<file path="config.mk">
export PLATFORM = sky130hd
export DESIGN_NAME = seven_seg_controller_flat
export DESIGN_NICKNAME = d
export VERILOG_FILES = /design/src/rtl/seven_seg_controller_if.sv /design/src/rtl/seven_seg_controller.sv /design/src/flat_wrapper.sv
export SDC_FILE = /design/constraint.sdc
export NUM_CORES = 1
export LEC_CHECK = 0
export ABC_CLOCK_PERIOD_IN_PS = 2100
export CAP_MARGIN = 25
export CORE_UTILIZATION = 40
export CTS_CLUSTER_DIAMETER = 200
export DETAILED_ROUTE_END_ITERATION = 8
export GPL_TIMING_DRIVEN = 0
export HOLD_SLACK_MARGIN = 0.15
export PLACE_DENSITY = 0.6
export SLEW_MARGIN = 20
export SYNTH_ARGS = -nofsm -noshare
export SYNTH_HDL_FRONTEND = slang
export SYNTH_SLANG_ARGS = --single-unit
</file>
<file path="constraint.sdc">
create_clock -name clk -period 2.1 [get_ports clk]
set_input_delay 0.525 -clock clk [delete_from_list [all_inputs] [get_ports clk]]
set_output_delay 0.525 -clock clk [all_outputs]
set_load 0.01 [all_outputs]
</file>
<file path="src/rtl/seven_seg_controller_if.sv">
// Producer-side handshake into the seven-segment front end.
// The producer holds in_valid and the payload until it sees in_ready.
interface seven_seg_controller_if #(
  parameter int unsigned BIN_WIDTH = 27
);
  logic                 in_valid;
  logic                 in_ready;
  logic [BIN_WIDTH-1:0] in_value;
  logic                 in_hex;
  logic                 blank_zeros;

  modport master (
    output in_valid,
    output in_value,
    output in_hex,
    output blank_zeros,
    input  in_ready
  );

  modport slave (
    input  in_valid,
    input  in_value,
    input  in_hex,
    input  blank_zeros,
    output in_ready
  );
endinterface

</file>
<file path="src/rtl/seven_seg_controller.sv">
// Front end for the 8-digit seven-segment driver: binary-to-BCD conversion,
// leading-zero blanking and the per-digit refresh strobe.
//
// state    | meaning
// ---------+------------------------------------------------------------
// IDLE     | waiting for a value; in_ready high
// CONVERT  | one double-dabble iteration per cycle, BIN_WIDTH cycles
// COMMIT   | publish digits / anodes_mask / overflow in one edge
module seven_seg_controller #(
  parameter int unsigned REFRESH_DIV = 100000,
  parameter int unsigned BIN_WIDTH   = 27
) (
  input  logic                   clk,
  input  logic                   rst,
  seven_seg_controller_if.slave  bus,
  output logic                   ce,
  output logic [31:0]            digits,
  output logic [7:0]             anodes_mask,
  output logic                   busy,
  output logic                   overflow
);

  localparam int unsigned PRE_W  = (REFRESH_DIV > 1) ? $clog2(REFRESH_DIV) : 1;
  localparam int unsigned ITER_W = $clog2(BIN_WIDTH + 1);
  localparam int unsigned EXT_W  = BIN_WIDTH + 32;
  localparam logic [EXT_W-1:0] DEC_MAX = EXT_W'(99_999_999);

  typedef enum logic [1:0] {
    S_IDLE,
    S_CONVERT,
    S_COMMIT
  } state_t;

  state_t               state_q, state_d;
  logic [PRE_W-1:0]     pre_cnt;
  logic                 pre_tc;
  logic [31:0]          bcd_q;
  logic [BIN_WIDTH-1:0] bin_q;
  logic [ITER_W-1:0]    iter_q;
  logic                 ovf_pend_q;
  logic                 blank_q;

  logic                 accept;
  logic [EXT_W-1:0]     value_ext;
  logic                 too_big;
  logic [31:0]          bcd_adj;
  logic [31:0]          bcd_nxt;
  logic [BIN_WIDTH-1:0] bin_nxt;
  logic [7:0]           mask_calc;
  logic                 seen;

  // Refresh prescaler runs regardless of the FSM so refresh timing never jitters.
  assign pre_tc = (pre_cnt == PRE_W'(REFRESH_DIV - 1));
  assign ce     = pre_tc && !rst;

  always_ff @(posedge clk) begin
    if (rst) begin
      pre_cnt <= '0;
    end else if (pre_tc) begin
      pre_cnt <= '0;
    end else begin
      pre_cnt <= pre_cnt + 1'b1;
    end
  end

  assign bus.in_ready = (state_q == S_IDLE) && !rst;
  assign busy         = (state_q != S_IDLE);
  assign accept       = bus.in_valid && bus.in_ready;
  assign value_ext    = {32'd0, bus.in_value};
  assign too_big      = (value_ext > DEC_MAX);

  always_comb begin
    bcd_adj = bcd_q;
    for (int i = 0; i < 8; i++) begin
      if (bcd_q[4*i +: 4] >= 4'd5) begin
        bcd_adj[4*i +: 4] = bcd_q[4*i +: 4] + 4'd3;
      end
    end
  end

  assign {bcd_nxt, bin_nxt} = {bcd_adj[30:0], bin_q, 1'b0};

  // Bit i is lit when digit i or any more significant digit is nonzero.
  always_comb begin
    seen      = 1'b0;
    mask_calc = 8'h00;
    for (int i = 7; i >= 0; i--) begin
      seen         = seen | (bcd_q[4*i +: 4] != 4'd0);
      mask_calc[i] = seen;
    end
    mask_calc[0] = 1'b1;
    if (!blank_q) begin
      mask_calc = 8'hFF;
    end
  end

  always_ff @(posedge clk) begin
    if (rst) begin
      state_q <= S_IDLE;
    end else begin
      state_q <= state_d;
    end
  end

  always_comb begin
    state_d = state_q;
    case (state_q)
      S_IDLE: begin
        if (accept) begin
          if (bus.in_hex || too_big) begin
            state_d = S_COMMIT;
          end else begin
            state_d = S_CONVERT;
          end
        end
      end
      S_CONVERT: begin
        if (iter_q == ITER_W'(BIN_WIDTH - 1)) begin
          state_d = S_COMMIT;
        end
      end
      S_COMMIT: state_d = S_IDLE;
      default:  state_d = S_IDLE;
    endcase
  end

  always_ff @(posedge clk) begin
    if (rst) begin
      bcd_q       <= '0;
      bin_q       <= '0;
      iter_q      <= '0;
      ovf_pend_q  <= 1'b0;
      blank_q     <= 1'b0;
      digits      <= 32'h0;
      anodes_mask <= 8'h01;
      overflow    <= 1'b0;
    end else begin
      case (state_q)
        S_IDLE: begin
          if (accept) begin
            blank_q    <= bus.blank_zeros;
            bin_q      <= bus.in_value;
            iter_q     <= '0;
            ovf_pend_q <= !bus.in_hex && too_big;
            bcd_q      <= bus.in_hex ? value_ext[31:0] : 32'h0;
          end
        end
        S_CONVERT: begin
          bcd_q  <= bcd_nxt;
          bin_q  <= bin_nxt;
          iter_q <= iter_q + 1'b1;
        end
        S_COMMIT: begin
          if (ovf_pend_q) begin
            digits      <= 32'hEEEE_EEEE;
            anodes_mask <= 8'hFF;
            overflow    <= 1'b1;
          end else begin
            digits      <= bcd_q;
            anodes_mask <= mask_calc;
            overflow    <= 1'b0;
          end
        end
        default: ;
      endcase
    end
  end

endmodule

</file>
<file path="src/flat_wrapper.sv">
// flat-port wrapper written by rule: the top's interface ports become plain ports
module seven_seg_controller_flat 
#(
  parameter int unsigned REFRESH_DIV = 100000,
  parameter int unsigned BIN_WIDTH   = 27
)
  (clk, rst, ce, digits, anodes_mask, busy, overflow, bus_in_valid, bus_in_value, bus_in_hex, bus_blank_zeros, bus_in_ready);
  seven_seg_controller_if #(.BIN_WIDTH(BIN_WIDTH)) bus_i ();
  input  logic clk;
  input  logic rst;
  output logic ce;
  output logic [31:0] digits;
  output logic [7:0] anodes_mask;
  output logic busy;
  output logic overflow;
  input wire logic [$bits(bus_i.in_valid)-1:0] bus_in_valid;
  input wire logic [$bits(bus_i.in_value)-1:0] bus_in_value;
  input wire logic [$bits(bus_i.in_hex)-1:0] bus_in_hex;
  input wire logic [$bits(bus_i.blank_zeros)-1:0] bus_blank_zeros;
  output wire logic [$bits(bus_i.in_ready)-1:0] bus_in_ready;
  assign bus_i.in_valid = bus_in_valid;
  assign bus_i.in_value = bus_in_value;
  assign bus_i.in_hex = bus_in_hex;
  assign bus_i.blank_zeros = bus_blank_zeros;
  assign bus_in_ready = bus_i.in_ready;
  seven_seg_controller #(.REFRESH_DIV(REFRESH_DIV), .BIN_WIDTH(BIN_WIDTH)) u_core (.clk(clk), .rst(rst), .bus(bus_i), .ce(ce), .digits(digits), .anodes_mask(anodes_mask), .busy(busy), .overflow(overflow));
endmodule
</file>
# After elaboration in Yosys (flattened, before gate mapping)
# Cells that the tools add are included.
[classes] add_sub_neg=10 n_lt_le_gt_ge=9 eq_ne=6 muxes=23 bitwise_logic=6 n_reduce_logical=21
[ops] op="$mux 32" n=2
[ops] op="$pmux 32 s2" n=1
[ops] op="$mux 27" n=2
[ops] op="$pmux 27 s2" n=1
[ops] op="$ge 4x3->1 const B" n=8
[ops] op="$add 4x2->4 const B" n=7
[ops] op="$mux 4" n=7
[ops] op="$reduce_bool 4->1" n=7
[ops] op="$gt 27x27->1 const B" n=1
[ops] op="$add 17x1->17 const B" n=1
[ops] op="$eq 17x17->1 const B" n=1
[ops] op="$mux 8" n=2
[ops] op="$pmux 5 s2" n=1
[ops] op="$mux 2" n=3
[ops] op="$or 1x1->1" n=6
[ops] op="$reduce_and 2->1" n=3
[ops] op="$add 5x1->5 const B" n=1
[ops] op="$eq 5x5->1 const B" n=1
[ops] op="$mux 5" n=1
[ops] op="$logic_and 1x1->1" n=4
[ops] op="$ne 2x1->1 const B" n=2
[ops] op="$pmux 2 s2" n=1
[ops] op="$reduce_bool 2->1" n=2
[ops] op="$add 3x2->3 const B" n=1
[ops] op="8 further kinds" n=9
[totals] reg_bits=126 input_bits=32 output_inout_bits=44 wordCells=85

# Logic depth before layout (Yosys ltp)
# Gate-level depths: netlist of the first run.
[depth] word_depth=9 ltp_mapped=8 ltp_nobuf=7

# Worst setup path after synthesis of the first run
# No wires, ideal clock.
[synth_timing] path_kind="in2reg" startpoint="in rst" endpoint="reg u_core.bcd_q[3]" setup_ps=132 arrival_time_ps=1788 t_required_ps=1968 path_slack_ps=180 path_stages=7 path_buffers=2 path_cell_list="nor3_1 -> and2_1 -> buf_2 -> nor2_1 -> clkbuf_1 -> a311oi_1 -> nor3_1"
[synth_between] elab_chain_cells=5
[synth_lines] element="from (decl)" line="flat_wrapper.sv:10" text="input logic rst;"
[synth_lines] element="$logic_not 1->1" line="seven_seg_controller.sv:66" text="assign bus.in_ready = (state_q == S_IDLE) && !rst;"
[synth_lines] element="$logic_and 1x1->1" line="seven_seg_controller.sv:66"
[synth_lines] element="$logic_and 1x1->1" line="seven_seg_controller.sv:68" text="assign accept = bus.in_valid && bus.in_ready;"
[synth_lines] element="$ne 2x1->1 (no line)"
[synth_lines] element="$reduce_and 2->1 (no line)"
[synth_lines] element="to (signal assigned)" line="seven_seg_controller.sv:145" text="bcd_q <= bus.in_hex ? value_ext[31:0] : 32'h0;"
[synth_lines] element="to (signal assigned)" line="seven_seg_controller.sv:149" text="bcd_q <= bcd_nxt;"
[synth_lines] element="to (decl)" line="seven_seg_controller.sv:37" text="logic [31:0] bcd_q;"
# Parallel ways exist; a longest one is shown, timed or not.
# A chain may end at the register's enable or synchronous reset.

# Worst setup path in the final report of the first run
[layout_timing] startpoint="reg u_core.pre_cnt[1]" endpoint="out ce"
[layout_between] elab_chain_cells=2
[layout_lines] element="from (decl)" line="seven_seg_controller.sv:35" text="logic [PRE_W-1:0] pre_cnt;"
[layout_lines] element="from (signal assigned)" line="seven_seg_controller.sv:62" text="pre_cnt <= pre_cnt + 1'b1;"
[layout_lines] element="$eq 17x17->1" line="seven_seg_controller.sv:53" text="assign pre_tc = (pre_cnt == PRE_W'(REFRESH_DIV - 1));"
[layout_lines] element="$logic_and 1x1->1" line="seven_seg_controller.sv:54" text="assign ce = pre_tc && !rst;"
[layout_lines] element="to (decl)" line="flat_wrapper.sv:11" text="output logic ce;"
# No other way between the ends.

==> results of run 1 <==
==> final cells by class <==
| class | count | area (sq um) | area share, % |
|---|---|---|---|
| Inverter | 19 | 71.3 | 0.936 |
| Tap cell | 184 | 230 | 3.02 |
| Clock inverter | 7 | 62.6 | 0.821 |
| Multi-Input combinational cell | 553 | 3290 | 43.2 |
| Buffer | 52 | 235 | 3.09 |
| Timing Repair Buffer | 74 | 729 | 9.57 |
| Sequential cell | 125 | 2510 | 32.9 |
| Clock buffer | 24 | 492 | 6.45 |
==> worst register-to-register path: stages (launching register included) <==
cell	delay, ns
dfxtp_1	0.30
buf_6	0.14
or4b_4	0.54
and4bb_4	0.36
nand3_4	0.09
nor4b_4	0.34
a211oi_1	0.12
==> flip-flops by register name, indices dropped and copies added (netlist names) <==
register            count
u_core.bcd_q           32
u_core.digits          32
u_core.bin_q           27
u_core.pre_cnt         17
u_core.anodes_mask      7
u_core.iter_q           5
u_core.state_q          2
u_core.blank_q          1
u_core.overflow         1
u_core.ovf_pend_q       1
==> final timing paths <==
kind                startpoint               endpoint  slack (ns)  cells after the start
min reg2reg  u_core.pre_cnt[0]      u_core.pre_cnt[0]        0.44                      1
min          u_core.pre_cnt[0]      u_core.pre_cnt[0]        0.44                      1
max          u_core.pre_cnt[1]                     ce        0.07                      5
max reg2reg  u_core.state_q[0]  u_core.anodes_mask[2]        0.07                      6
==> per-layer routing <==
| metal | vias to the layer above | part of all wire [%] | track usage (%) |
|---|---|---|---|
| met3 | 29 | 5.8 | 4.90 |
| met4 | 0 | 2.0 | 8.46 |
| li1 | 2802 | - | - |
| met5 | - | 0 | 0 |
| met1 | 2660 | 48 | 31.7 |
| met2 | 199 | 44 | 37.1 |
==> placed cells by master, fill, tap and decap left out, types with 3 or more instances in the layout <==
| master | n |
|---|---|
| dfxtp_2 | 3 |
| o21ai_0 | 29 |
| nor2_1 | 101 |
| a311oi_1 | 42 |
| nand2b_1 | 12 |
| a21oi_1 | 46 |
| clkbuf_1 | 35 |
| nor3b_1 | 3 |
| clkbuf_16 | 17 |
| mux2i_1 | 4 |
| xor2_1 | 18 |
| nand3b_1 | 3 |
| dlygate4sd2_1 | 3 |
| a211oi_1 | 20 |
| buf_2 | 6 |
| nand2_1 | 122 |
| mux2_2 | 6 |
| nand3_1 | 21 |
| clkinv_2 | 5 |
| ha_1 | 25 |
| nand4_1 | 6 |
| clkbuf_8 | 5 |
| or3_1 | 8 |
| nor3_1 | 37 |
| a2bb2oi_1 | 6 |
| clkbuf_2 | 10 |
| xnor2_1 | 11 |
| clkdlybuf4s50_1 | 69 |
| dfxtp_1 | 121 |
| inv_1 | 19 |
==> kinds of logic after synthesis <==
group | after synthesis
multiplexers | 10
AND/OR/NAND/NOR | 333
buffers and inverters | 72
AO/OA/AOI/OAI | 154
flip-flops | 125
adder cells (fa/ha/maj) | 26
other | 1
XOR/XNOR | 29
==> where the power goes <==
part | switching, mW | leakage [nW] | internal [mW]
clock network | 1.02 | 0.276 | 1.73
registers | 0.165 | 1.02 | 2.54
logic | 0.620 | 1.44 | 0.457
==> stage by stage <==
step / TNS (ns) / hold WS (ns)
after floorplan: 0 / 0.430
after global placement: -34.73 / 0.438
after detailed placement: -36.50 / 0.445
after CTS: -0.107 / 0.433
after global routing: -0.0214 / 0.457
final: 0 / 0.442
==> timing repair <==
item | 4_1_cts | 5_1_grt
pin swaps | 0 | 2
endpoints found under the setup margin | 50 | 52
cloned | 0 | 0
buffers inserted | 0 | 1
resized for setup | 16 | 24
==> flow_summary.yaml, run 1 <==
finish:
  final_cells: 1038
  drive_above_1_share_pct: 8.20
  fillCellCount: 1414
  syn2layout_area_growth_pct: 26.3
  utilization_pct: 52.1
  antenna_cells: 0
  final_nets: 900
  fin_area_sq_um: 7620
yosys:
  avgSynthCellArea_sq_um: 8.05
  synth_area_sq_um: 6030
  yosysSeqAreaShare_pct: 41.5
  syn_inst: 750
  synth_nets: 808
  synth_fa_ha_area_share_pct: 5.39
  synth_top_area_share_pct: 41.5
  synthDistinctLibCells: 48
  ys_async_sr_fraction_pct: 0
  yosysTopAreaCell: "dfxtp_1"
  synth_edf_count: 0
  synth.area.top_cells: "dfxtp_1 41%, nand2_1 7.6%, nor2_1 6.3%"
  synth.area.mux_share_pct: 1.78
  synth_ff_type: "dfxtp_1"
  synth-seq-cells: 125
  synth_top_family_by_area: "simple AND/OR/NAND/NOR gates"
  synthTopCellsByCount: "125 x dfxtp_1, 122 x nand2_1, 101 x nor2_1, 47 x a21oi_1, 43 x a311oi_1"
  yosysWarningCount: 0
  synth_compound_area_share_pct: 17.0
  yosys.area_share.xor_xnor_pct: 4.21
  synth-simple-area-share_pct: 25.3
  yosysMostFrequentCell: "dfxtp_1"
critical_path:
  path_cells: "ha_4 -> and4_4 -> nand4_1 -> nor2_1 -> buf_2"
  critPathBufInv: 1
  setup.worst_path.start_class: "register"
  critical_path_required_ns: 1.57
  path_max_fanout: 3
  cp_top_family: "simple AND/OR/NAND/NOR gates"
  cp_slowest_stage_delay_ns: 0.36
  crit_arrival_ns: 1.50
  critical_path_class: "register to output port"
  crit_path_end_kind: "output port"
  crit_slowest_cell: "dfxtp_2"
floorplanning:
  start_util_pct: 41.2
  ios: 76
  fp.dieArea_sq_um: 15600
  fp.dieH_microns: 125
  die_w_microns: 125
  fp-row-count: 44
  core_area_sq_um: 14600
cts:
  cts_sinks: 125
  cts_buffers: 17
  clockRootBuffer: "clkbuf_16"
  clock_latency_ns: 0.42
  cts_hold_buf: 0
  clk_path_buf_depth: 2
  path_clk_slew_ns: 0.05
  cts_tree: "yes"
  htreeDepth: 4
routing:
  wl_per_cell_microns: 16.9
  drt_pass1_iterations: 7
  drcViolationCount: 14
  vias: 5690
  avgViaCountPerCell: 5.48
  wl_microns: 17600
  ant_nets: 0
  drt_iter0_drc: 466
pwr:
  p_per_area_nw_per_um2: 857
  p_total_mw: 6.53
  leakage_nw: 2.74
  vdd_drop_max_mv: 0.507
sta:
  finalClockSkew_ns: 0.00891
  rsz0062_at_grt: "yes"
  drv_slew: 0
  fin_crit_ns: 2.03
  tightest_slew_ns: 0.723
  fmax_mhz: 493
  timing.final.crit_share_pct: 96.6
  hold_viol_final: 0
  worst_slack_ns: 0.0715
  slew-limit-headroom_pct: 51.8
  setup_viol: 0
global_routing:
  grt_pass1_wl_microns: 28900
  grt_start_max_net_pins: 20
  grt.total_usage_pct: 23.5
  grt_pass1_vias: 5537
  grt_overflow: 0
  grt_antenna_before_repair: 0
placed_design:
  port_buffers: 73
  placed_area_sq_um: 7000
  dp_cells: 1007
  place_congestion: 0.859
  pre_cts_slack_ns: -1.08
  dp_hpwl_microns: 13100
status:
  violations: "design-rule violations"
  outcome: "finished, violations left"
run:
  cap_viol_max_count: 0
min_path:
  hold_class: "register to register"
(Power assumes the default switching activity.)
==> run 2, diff against run 1 <==
--- a/config.mk
+++ b/config.mk
@@ -7,12 +7,15 @@
 export LEC_CHECK = 0
 export ABC_CLOCK_PERIOD_IN_PS = 2100
 export CAP_MARGIN = 25
+export CELL_PAD_IN_SITES_DETAIL_PLACEMENT = 1
+export CELL_PAD_IN_SITES_GLOBAL_PLACEMENT = 1
+export CORE_MARGIN = 2
 export CORE_UTILIZATION = 40
 export CTS_CLUSTER_DIAMETER = 200
 export DETAILED_ROUTE_END_ITERATION = 8
 export GPL_TIMING_DRIVEN = 0
 export HOLD_SLACK_MARGIN = 0.15
-export PLACE_DENSITY = 0.6
+export PLACE_DENSITY = 0.77
 export SLEW_MARGIN = 20
 export SYNTH_ARGS = -nofsm -noshare
 export SYNTH_HDL_FRONTEND = slang
==> run 2 against run 1 <==
The flow now finishes without violations. Fmax is 2.8% lower. Power is 6.5% higher. Combinational power is 6% higher. Core utilization is 0.83 points higher. Critical path depth stayed put. Count of clock-buffer cells in the layout is 2 lower. Global-route usage is 2.5 points higher. Die area is 3.2% higher. Design area is 1.6% higher. Non-clock buffer count is 3 higher.
==> flow_summary.yaml, run 2 (synthesis gave the netlist of run 1 again) <==
status:
  outcome: "completed"
routing:
  drt_iter0_drc: 323
  drt_pass1_iterations: 5
  wl_microns: 20800
  drcViolationCount: 0
  wl_per_cell_microns: 20.0
  avgViaCountPerCell: 5.76
  ant_nets: 0
  vias: 5990
finish:
  final_nets: 903
  reg_top3: "u_core.bcd_q (32), u_core.digits (32), u_core.bin_q (27)"
  final_common_cell: "nand2_1"
  final_cell_mix: "122 x nand2_1, 120 x dfxtp_1, 101 x nor2_1, 69 x clkdlybuf4s50_1, 42 x a21oi_1"
  antenna_cells: 0
  syn2layout_area_growth_pct: 28.3
  drive_above_1_share_pct: 9.35
  fin_area_sq_um: 7740
global_routing:
  grt_pass1_vias: 6163
  grt_pass1_wl_microns: 32800
  grt.total_usage_pct: 26.0
  grt_overflow: 0
  grt_start_max_net_pins: 20
  grt_antenna_before_repair: 0
floorplanning:
  fp-row-count: 44
  core_area_sq_um: 14600
  ios: 76
  fp.dieH_microns: 127
  fp.dieArea_sq_um: 16100
  start_util_pct: 41.2
  die_w_microns: 127
critical_path:
  crit_slowest_cell: "dfxtp_4"
  cp-endpoint: "ce"
  worst_r2r_path_depth: 6
  path_max_fanout: 3
  cp_slowest_stage_delay_ns: 0.37
  critical_path_required_ns: 1.57
  setup.worst_path.start_class: "register"
  crit_arrival_ns: 1.56
  rr_startpoint: "u_core.state_q[0]"
  cp_top_family: "simple AND/OR/NAND/NOR gates"
  r2r_slack_ns: 0.05
  r2r-end: "u_core.anodes_mask[1]"
  crit_cells: 5
  critPathLaunch: "u_core.pre_cnt[1]"
  critical_path_class: "register to output port"
  path_cells: "ha_4 -> and4_4 -> nand4_1 -> nor2_1 -> buf_2"
  crit_path_end_kind: "output port"
  critPathBufInv: 1
min_path:
  holdPathStages: 1
  hold_class: "register to register"
sta:
  fin_crit_ns: 2.09
  finalClockSkew_ns: 0.00591
  slew-limit-headroom_pct: 47.9
  drv_slew: 0
  tightest_slew_ns: 0.782
  hold_viol_final: 0
  timing.final.crit_share_pct: 99.4
  setup_viol: 0
  rsz0062_at_grt: "yes"
  fmax_mhz: 479
placed_design:
  placed_area_sq_um: 7000
  port_buffers: 73
  dp_hpwl_microns: 15000
  place_congestion: 0.833
cts:
  clock_latency_ns: 0.43
  clockRootBuffer: "clkbuf_16"
  path_clk_slew_ns: 0.06
  htreeDepth: 4
  cts_hold_buf: 0
  clk_path_buf_depth: 2
  cts_sinks: 125
  cts_tree: "yes"
  cts_buffers: 17
pwr:
  vdd_drop_max_mv: 0.625
  leakage_nw: 2.78
  p_total_mw: 6.95
  p_per_area_nw_per_um2: 898
run:
  cap_viol_max_count: 0
[run 2: where the power goes]
| part | internal (mW) | switching, mW |
|---|---|---|
| registers | 2.53 | 0.180 |
| logic | 0.470 | 0.670 |
| clock network | 2.02 | 1.08 |
| total | 5.03 | 1.93 |
[run 2: what timing repair did]
| item | 4_1_cts | 5_1_grt |
|---|---|---|
| pin swaps | 2 | 5 |
| buffers inserted | 0 | 3 |
| endpoints found under the setup margin | 64 | 57 |
| hold endpoints to repair | 0 | 0 |
| gates cloned | 0 | 1 |
| gates resized for setup | 22 | 29 |
[run 2: final cells by class]
class                   count  area, sq um
inverters                  19         71.3
fillers                  1774         6900
multi-input cells         553         3340
clock inverters             8          140
well taps                 184          230
repair buffers             77          749
clock buffers              22          464
flip-flops and latches    125         2520
plain buffers              52          234
[run 2: routing by layer]
layer | track usage [%] | wire, microns | up-vias
li1 | - | - | 2812
met1 | 33.9 | 9620 | 2976
met2 | 42.7 | 9820 | 171
met3 | 5.48 | 976 | 31
met4 | 9.37 | 373 | 0
met5 | 0 | 0 | -
[run 2: per-stage QoR]
step | worst slack [ns] | hold slack (ns) | std cells | TNS, ns | utilization [%]
global placement | -1.11 | 0.437 | 1007 | -36.28 | 47.8
global route | -0.0457 | 0.463 | 1040 | -0.0991 | 52.9
finish | 0.0131 | 0.447 | 1040 | 0 | 52.9
detailed placement | -1.15 | 0.449 | 1007 | -41.54 | 47.8
floorplan | 0.180 | 0.430 | 750 | 0 | -
CTS | -0.00440 | 0.456 | 1036 | -0.00440 | 52.1
[run 2: worst min-delay path by stage]
stage                      start                end  slack (ns)
6_report       u_core.pre_cnt[0]  u_core.pre_cnt[0]        0.45
3_5_place_dp    u_core.digits[6]   u_core.digits[6]        0.45
2_1_floorplan  u_core.pre_cnt[0]  u_core.pre_cnt[0]        0.43
3_3_place_gp   u_core.pre_cnt[0]  u_core.pre_cnt[0]        0.44
5_1_grt        u_core.pre_cnt[0]  u_core.pre_cnt[0]        0.46
4_1_cts         u_core.digits[6]   u_core.digits[6]        0.46
[run 2: worst reg2reg max path: stages (launching register included)]
cell and delay [ns]:
dfxtp_2 0.32, buf_6 0.13, or4b_4 0.49, and4bb_4 0.39
nand3_4 0.08, nor4b_4 0.36, a31oi_1 0.14
